--- src/rtl/uart8250_drv.sv ---
// Byte-stream driver for an 8250/16550-style UART register port: init sequence, LSR polling, THR writes.
// Optional scratch-register self-test during init: define UART8250_DRV_SCR_CHECK_EN.
module uart8250_drv #(
    parameter logic [15:0] DIVISOR    = 16'h000C,
    parameter int          FIFO_DEPTH = 4
) (
    input  logic       clk,
    input  logic       rstn,
    input  logic       in_valid,
    input  logic [7:0] in_data,
    output logic       in_ready,
    output logic       init_done,
    output logic       busy,
    output logic       scr_err,
    output logic       rvalid,
    output logic [2:0] raddr,
    input  logic [7:0] rdata,
    output logic       wvalid,
    output logic [2:0] waddr,
    output logic [7:0] wdata
);
    localparam int AW = (FIFO_DEPTH > 1) ? $clog2(FIFO_DEPTH) : 1;
    localparam int CW = AW + 1;

    localparam logic [2:0] A_THR = 3'd0, A_IER = 3'd1, A_FCR = 3'd2, A_LCR = 3'd3,
                           A_LSR = 3'd5, A_SCR = 3'd7;

    typedef enum logic [3:0] {
        S_INIT_LCR0, S_INIT_DLL, S_INIT_DLM, S_INIT_LCR1, S_INIT_FCR, S_INIT_IER,
`ifdef UART8250_DRV_SCR_CHECK_EN
        S_SCR_WR, S_SCR_RD, S_SCR_CHK,
`endif
        S_IDLE, S_POLL_RD, S_POLL_WAIT, S_WR_THR
    } state_t;

    state_t        r_state, w_state_nxt;
    logic          r_gap;
    logic [7:0]    r_mem [FIFO_DEPTH];
    logic [AW-1:0] r_rd_ptr, r_wr_ptr;
    logic [CW-1:0] r_count, w_count_nxt;
    logic          r_in_ready, r_init_done, r_busy;
    logic          r_rvalid, r_wvalid;
    logic [2:0]    r_raddr, r_waddr;
    logic [7:0]    r_wdata;

    logic          w_push, w_pop, w_wr, w_rd, w_done;
    logic [2:0]    w_addr;
    logic [7:0]    w_data, w_head;
    logic          w_unused;

    assign w_push   = in_valid && r_in_ready;
    assign w_head   = r_mem[r_rd_ptr];
    assign w_unused = ^{rdata[7:6], rdata[4:0]};

    // r_gap stalls the FSM for one cycle after every strobe: it spaces the
    // strobes apart and lets read data arrive before the *_WAIT/CHK state samples it.
    always_comb begin
        w_state_nxt = r_state;
        w_wr        = 1'b0;
        w_rd        = 1'b0;
        w_addr      = 3'd0;
        w_data      = 8'h00;
        w_pop       = 1'b0;
        w_done      = 1'b0;
        if (!r_gap) begin
            case (r_state)
                S_INIT_LCR0: begin w_wr = 1'b1; w_addr = A_LCR; w_data = 8'h80;          w_state_nxt = S_INIT_DLL;  end
                S_INIT_DLL:  begin w_wr = 1'b1; w_addr = A_THR; w_data = DIVISOR[7:0];   w_state_nxt = S_INIT_DLM;  end
                S_INIT_DLM:  begin w_wr = 1'b1; w_addr = A_IER; w_data = DIVISOR[15:8];  w_state_nxt = S_INIT_LCR1; end
                S_INIT_LCR1: begin w_wr = 1'b1; w_addr = A_LCR; w_data = 8'h03;          w_state_nxt = S_INIT_FCR;  end
                S_INIT_FCR:  begin w_wr = 1'b1; w_addr = A_FCR; w_data = 8'h07;          w_state_nxt = S_INIT_IER;  end
                S_INIT_IER: begin
                    w_wr   = 1'b1;
                    w_addr = A_IER;
                    w_data = 8'h00;
`ifdef UART8250_DRV_SCR_CHECK_EN
                    w_state_nxt = S_SCR_WR;
`else
                    w_state_nxt = S_IDLE;
                    w_done      = 1'b1;
`endif
                end
`ifdef UART8250_DRV_SCR_CHECK_EN
                S_SCR_WR:  begin w_wr = 1'b1; w_addr = A_SCR; w_data = 8'hA5; w_state_nxt = S_SCR_RD;  end
                S_SCR_RD:  begin w_rd = 1'b1; w_addr = A_SCR;                 w_state_nxt = S_SCR_CHK; end
                S_SCR_CHK: begin w_done = 1'b1;                               w_state_nxt = S_IDLE;    end
`endif
                S_IDLE:      if (r_count != '0) w_state_nxt = S_POLL_RD;
                S_POLL_RD:   begin w_rd = 1'b1; w_addr = A_LSR; w_state_nxt = S_POLL_WAIT; end
                S_POLL_WAIT: w_state_nxt = rdata[5] ? S_WR_THR : S_POLL_RD;
                S_WR_THR: begin
                    w_wr        = 1'b1;
                    w_addr      = A_THR;
                    w_data      = w_head;
                    w_pop       = 1'b1;
                    w_state_nxt = S_IDLE;
                end
                default: w_state_nxt = S_INIT_LCR0;
            endcase
        end
    end

    always_comb begin
        w_count_nxt = r_count;
        case ({w_push, w_pop})
            2'b10:   w_count_nxt = r_count + CW'(1);
            2'b01:   w_count_nxt = r_count - CW'(1);
            default: w_count_nxt = r_count;
        endcase
    end

    always_ff @(posedge clk) begin
        if (!rstn) begin
            r_state     <= S_INIT_LCR0;
            r_gap       <= 1'b0;
            r_rd_ptr    <= '0;
            r_wr_ptr    <= '0;
            r_count     <= '0;
            r_in_ready  <= 1'b0;
            r_init_done <= 1'b0;
            r_busy      <= 1'b0;
            r_rvalid    <= 1'b0;
            r_wvalid    <= 1'b0;
            r_raddr     <= 3'd0;
            r_waddr     <= 3'd0;
            r_wdata     <= 8'h00;
        end else begin
            r_state    <= w_state_nxt;
            r_gap      <= w_wr || w_rd;
            r_rvalid   <= w_rd;
            r_wvalid   <= w_wr;
            if (w_rd) r_raddr <= w_addr;
            if (w_wr) begin
                r_waddr <= w_addr;
                r_wdata <= w_data;
            end
            if (w_push) r_wr_ptr <= r_wr_ptr + AW'(1);
            if (w_pop)  r_rd_ptr <= r_rd_ptr + AW'(1);
            r_count    <= w_count_nxt;
            // Ready is registered from the post-update count, so a full FIFO
            // stays not-ready through its pop cycle.
            r_in_ready <= (w_count_nxt != CW'(FIFO_DEPTH));
            r_busy     <= (w_count_nxt != '0) || (w_state_nxt != S_IDLE) || w_wr || w_rd;
            if (w_done) r_init_done <= 1'b1;
        end
    end

    always_ff @(posedge clk) begin
        if (w_push) r_mem[r_wr_ptr] <= in_data;
    end

`ifdef UART8250_DRV_SCR_CHECK_EN
    logic r_scr_err;
    always_ff @(posedge clk) begin
        if (!rstn)                                         r_scr_err <= 1'b0;
        else if (!r_gap && r_state == S_SCR_CHK && rdata != 8'hA5) r_scr_err <= 1'b1;
    end
    assign scr_err = r_scr_err;
`else
    assign scr_err = 1'b0;
`endif

    assign in_ready  = r_in_ready;
    assign init_done = r_init_done;
    assign busy      = r_busy;
    assign rvalid    = r_rvalid;
    assign raddr     = r_raddr;
    assign wvalid    = r_wvalid;
    assign waddr     = r_waddr;
    assign wdata     = r_wdata;
endmodule
--- config.mk ---
export PLATFORM = sky130hd
export DESIGN_NAME = uart8250_drv
export DESIGN_NICKNAME = d
export VERILOG_FILES = /design/src/rtl/uart8250_drv.sv
export SDC_FILE = /design/constraint.sdc
export NUM_CORES = 1
export LEC_CHECK = 0
export ABC_AREA = 1
export CAP_MARGIN = 15
export CORE_MARGIN = 2
export CORE_UTILIZATION = 56
export CTS_BUF_LIST = sky130_fd_sc_hd__clkbuf_8
export CTS_CLUSTER_DIAMETER = 200
export CTS_CLUSTER_SIZE = 10
export DETAILED_ROUTE_END_ITERATION = 10
export GPL_TIMING_DRIVEN = 0
export PLACE_DENSITY_LB_ADDON = 0.05
export SYNTH_ARGS = -nofsm -noshare
export SYNTH_HDL_FRONTEND = slang
export SYNTH_SLANG_ARGS = --single-unit
--- constraint.sdc ---
create_clock -name clk -period 2.7 [get_ports clk]
set_clock_uncertainty 0.15 [all_clocks]
set_input_delay 0.405 -clock clk [delete_from_list [all_inputs] [get_ports clk]]
set_output_delay 0.405 -clock clk [all_outputs]
set_load 0.05 [all_outputs]
==> impl_results.md <==
- Post-Route Utilization: between 70 and 80%
- Fin area: between 3000 and 4000 sq um
- Number of placed I/O pins: 39
- Pre-CTS setup slack: -125.0 ps
- Filler cells: just under 400
- Status: complete, no violations
- Post-Route WL: approximately 5400 microns
- Buffers and inverters on the worst path: 1
- Sink Count: 65
- Max-Cap Viols: 0
- Setup crit start: r_state[2]$_SDFF_PN0_
- Wire length per cell: between 10 and 15 microns
- Vias in the first global route: 1902
- Drt drc: 0
- Worst setup endpoint: busy$_SDFF_PN0_
- GRT Util Overall: between 20 and 25%
- Total stage count of the critical path: 13
- Min-delay worst type: reg -> reg
- Crit Path Max Fanout: 4
- Worst hold margin: about 280 ps
- Final worst setup slack: a little under 200 ps
- Initial antenna violation count: 0
- Critical-path cell list: nor2_4 > nand2_4 > nor2_4 > ha_4 > inv_1 > fa_1 > o21ai_0 > nor2_1 > nand2_1 > nor2_2 > nand3_1 > nor2_1 > a21oi_1
- Remaining Overflow, GRT: 0
- Area post-placement: 3068 sq um
- Worst r2r path cells: 13
- CTS tree: yes
- Most frequent cells in the layout: nand2_1, nor2_1, edfxtp_1
- FF+latch count, synth: between 60 and 70
- Setup_tns: 0 ps
- Cells after DPL: approximately 380
- Non-Filler Instances: slightly below 400
- Tcrit/Tclk final: 92.64%
- Hold depth: 2
- Root buf cell: clkbuf_8
- Initial Utilization: between 50% and 60%
- P_leak: roughly 1.3 nW
- Fin. Hold Viols: 0
- Total CTS buffers: 9
- Asr flop ratio synth: 0%
- Routed Antenna Nets: 0
- Reg2Reg Capture Point: busy$_SDFF_PN0_
- Fin nets: 363
- Diodes inserted: 0
- FP Rows: 25
- Fin. max-slew vios: 0
- Clock latency at the later pin of the worst-skew pair: ~340 ps
- Post-Syn Area: ~2700 sq um
- Die area: between 5000 and 6000 sq um
- # hold bufs at CTS: 0
- Core ar.: ~4700 sq um
- Distinct cell type count of the synthesized netlist: 28
- Synth warn: 0
- H-tree depth: 3
- Dominant delay contributor by cell family on the critical path: simple AND/OR/NAND/NOR gates
- VDD IR max: 0.6056 mV
- Share of layout cells above drive strength 1: 11.95%
- Worst slew pin tran: around 770 ps
- Die width: around 74 microns
- Hold path startpoint: waddr[2]$_SDFFE_PN0P_
- Maximum buffer depth of the clock tree: 2
- CP startpoint kind: flop
- Quantity of I/O buffers inserted on ports: 29
- Area Growth Syn to Fin: 22.90%
- Drt first-iter violations: about 190
- Worst-path clk slew: 60 ps
- Vias: 2088
- Primary FF master, synth: dfxtp_1
- Critical Path Slowest Stage Cell: fa_1
- Largest net degree at the start of global routing: 11
- Delay of the slowest critical-path stage: 480 ps
- DIE HEIGHT: approximately 74 microns
- Max Fclk: between 300 and 400 MHz
- CP endpoint kind: flop
- Synth Area per Inst: a little over 9 sq um
- Sequential share of the synthesized area: about three fifths
- Commonest non-fill, non-tap cell in the layout: nand2_1
- Initial DRT Pass Iterations: 5
- WP data required: between 2000 and 3000 ps
- Reg2reg setup slack: ~200 ps
- Fin crit period: between 2000 and 3000 ps
- Global-route wire length before repair: 8749 microns
- Power Dens Cells: between 900 and 1000 nW/um^2
- CP arrival: roughly 2600 ps
- Slew HR: between 40% and 50%
- Final GP Congestion: 0.9282
- Reg-to-reg critical path startpoint: r_state[2]$_SDFF_PN0_
- Vias/cell: around 5.3
- Hpwl dp: 3698 microns
- Mapped Nets: 319
- Total power: between 3 and 4 mW
- Post-synth EDFFs: 32
- Gate count of the mapped netlist: approximately 300
- Endpoints failing setup: 0
- Setup CP Type: reg -> reg
-- per-layer routing --
| metal | up-vias | global-route usage (%) | part of all wire, % |
|---|---|---|---|
| met4 | 0 | 11.52 | 2.2 |
| met1 | 987 | 28.80 | 47 |
| met3 | 9 | 5.350 | 3.5 |
| li1 | 1052 | - | - |
| met2 | 40 | 34.23 | 47 |
| met5 | - | 0 | 0 |
-- worst reg2reg max path, delay by kind of cell (launching register included) --
family / cells / cell delay, ps
flip-flops: 1 / 350
buffers and inverters: 1 / 50
AO/OA/AOI/OAI: 2 / 180
AND/OR/NAND/NOR: 8 / 1020
adder cells (fa/ha/maj): 2 / 620
-- synthesized netlist by cell type, types with 2 or more instances --
cell type	instances	share of area (%)
a21oi_1	15	2.8
o22ai_1	7	1.6
o21a_1	4	1.1
clkbuf_1	4	0.55
nor2_2	2	0.46
nand4_1	3	0.69
dfxtp_1	33	24
inv_1	26	3.6
nand2_1	61	8.4
nand3_1	15	2.8
inv_2	6	0.83
edfxtp_1	32	35
nor2_1	47	6.5
o21ai_0	17	3.1
a21oi_2	3	0.97
ha_1	5	2.3
nand2_2	2	0.46
buf_2	2	0.37
-- worst min-delay path by stage --
stage,end,slack [ps]
after floorplan,flop,310
after global placement,waddr[2]$_SDFFE_PN0P_,270
after detailed placement,waddr[2]$_SDFFE_PN0P_,280
after CTS,waddr[2]$_SDFFE_PN0P_,290
after global routing,waddr[2]$_SDFFE_PN0P_,310
final,waddr[2]$_SDFFE_PN0P_,280
-- report_power, final --
part | internal [mW] | total (mW) | switching (mW)
combinational | 0.341 | 1.01 | 0.664
sequential | 1.14 | 1.21 | 0.0706
clock | 0.505 | 0.854 | 0.350
total | 1.99 | 3.07 | 1.08
-- logic make-up (layout without fill, tap and decap cells) --
kind of cell | count (synthesis) | in the layout | synth area share [%]
xor+xnor | 1 | 1 | 0.3232
compound gates | 47 | 47 | 9.787
simple gates | 133 | 133 | 20.45
fa+ha+maj | 6 | 6 | 3.047
other cells | 1 | 1 | 0.1384
flops | 65 | 65 | 59.83
mux | 1 | 1 | 0.3694
buf+inv | 40 | 89 | 6.048
-- timing repair --
action / 4_1_cts / 5_1_grt
setup endpoints to repair: 0 / 1
buffers inserted: 0 / 4
gates resized for setup: 0 / 9
-- cell type report --
cell class / instances / area [sq um] / share of cell area (%)
flip-flops and latches: 65 / 1628 / 48.87
multi-input cells: 189 / 947.2 / 28.44
repair buffers: 33 / 320.3 / 9.617
clock buffers: 9 / 123.9 / 3.719
inverters: 32 / 120.1 / 3.606
clock inverters: 7 / 80.08 / 2.404
well taps: 54 / 67.56 / 2.029
plain buffers: 8 / 43.79 / 1.315
-- registers in the layout, summed over array words and instances, names as in the netlist, 2 cells and up, named ones only --
name      count
r_rd_ptr      2
r_count       3
waddr         3
r_mem        32
wdata         8
r_wr_ptr      2
r_state       4
raddr         3
No activity file was read; power rests on OpenSTA's default activity.
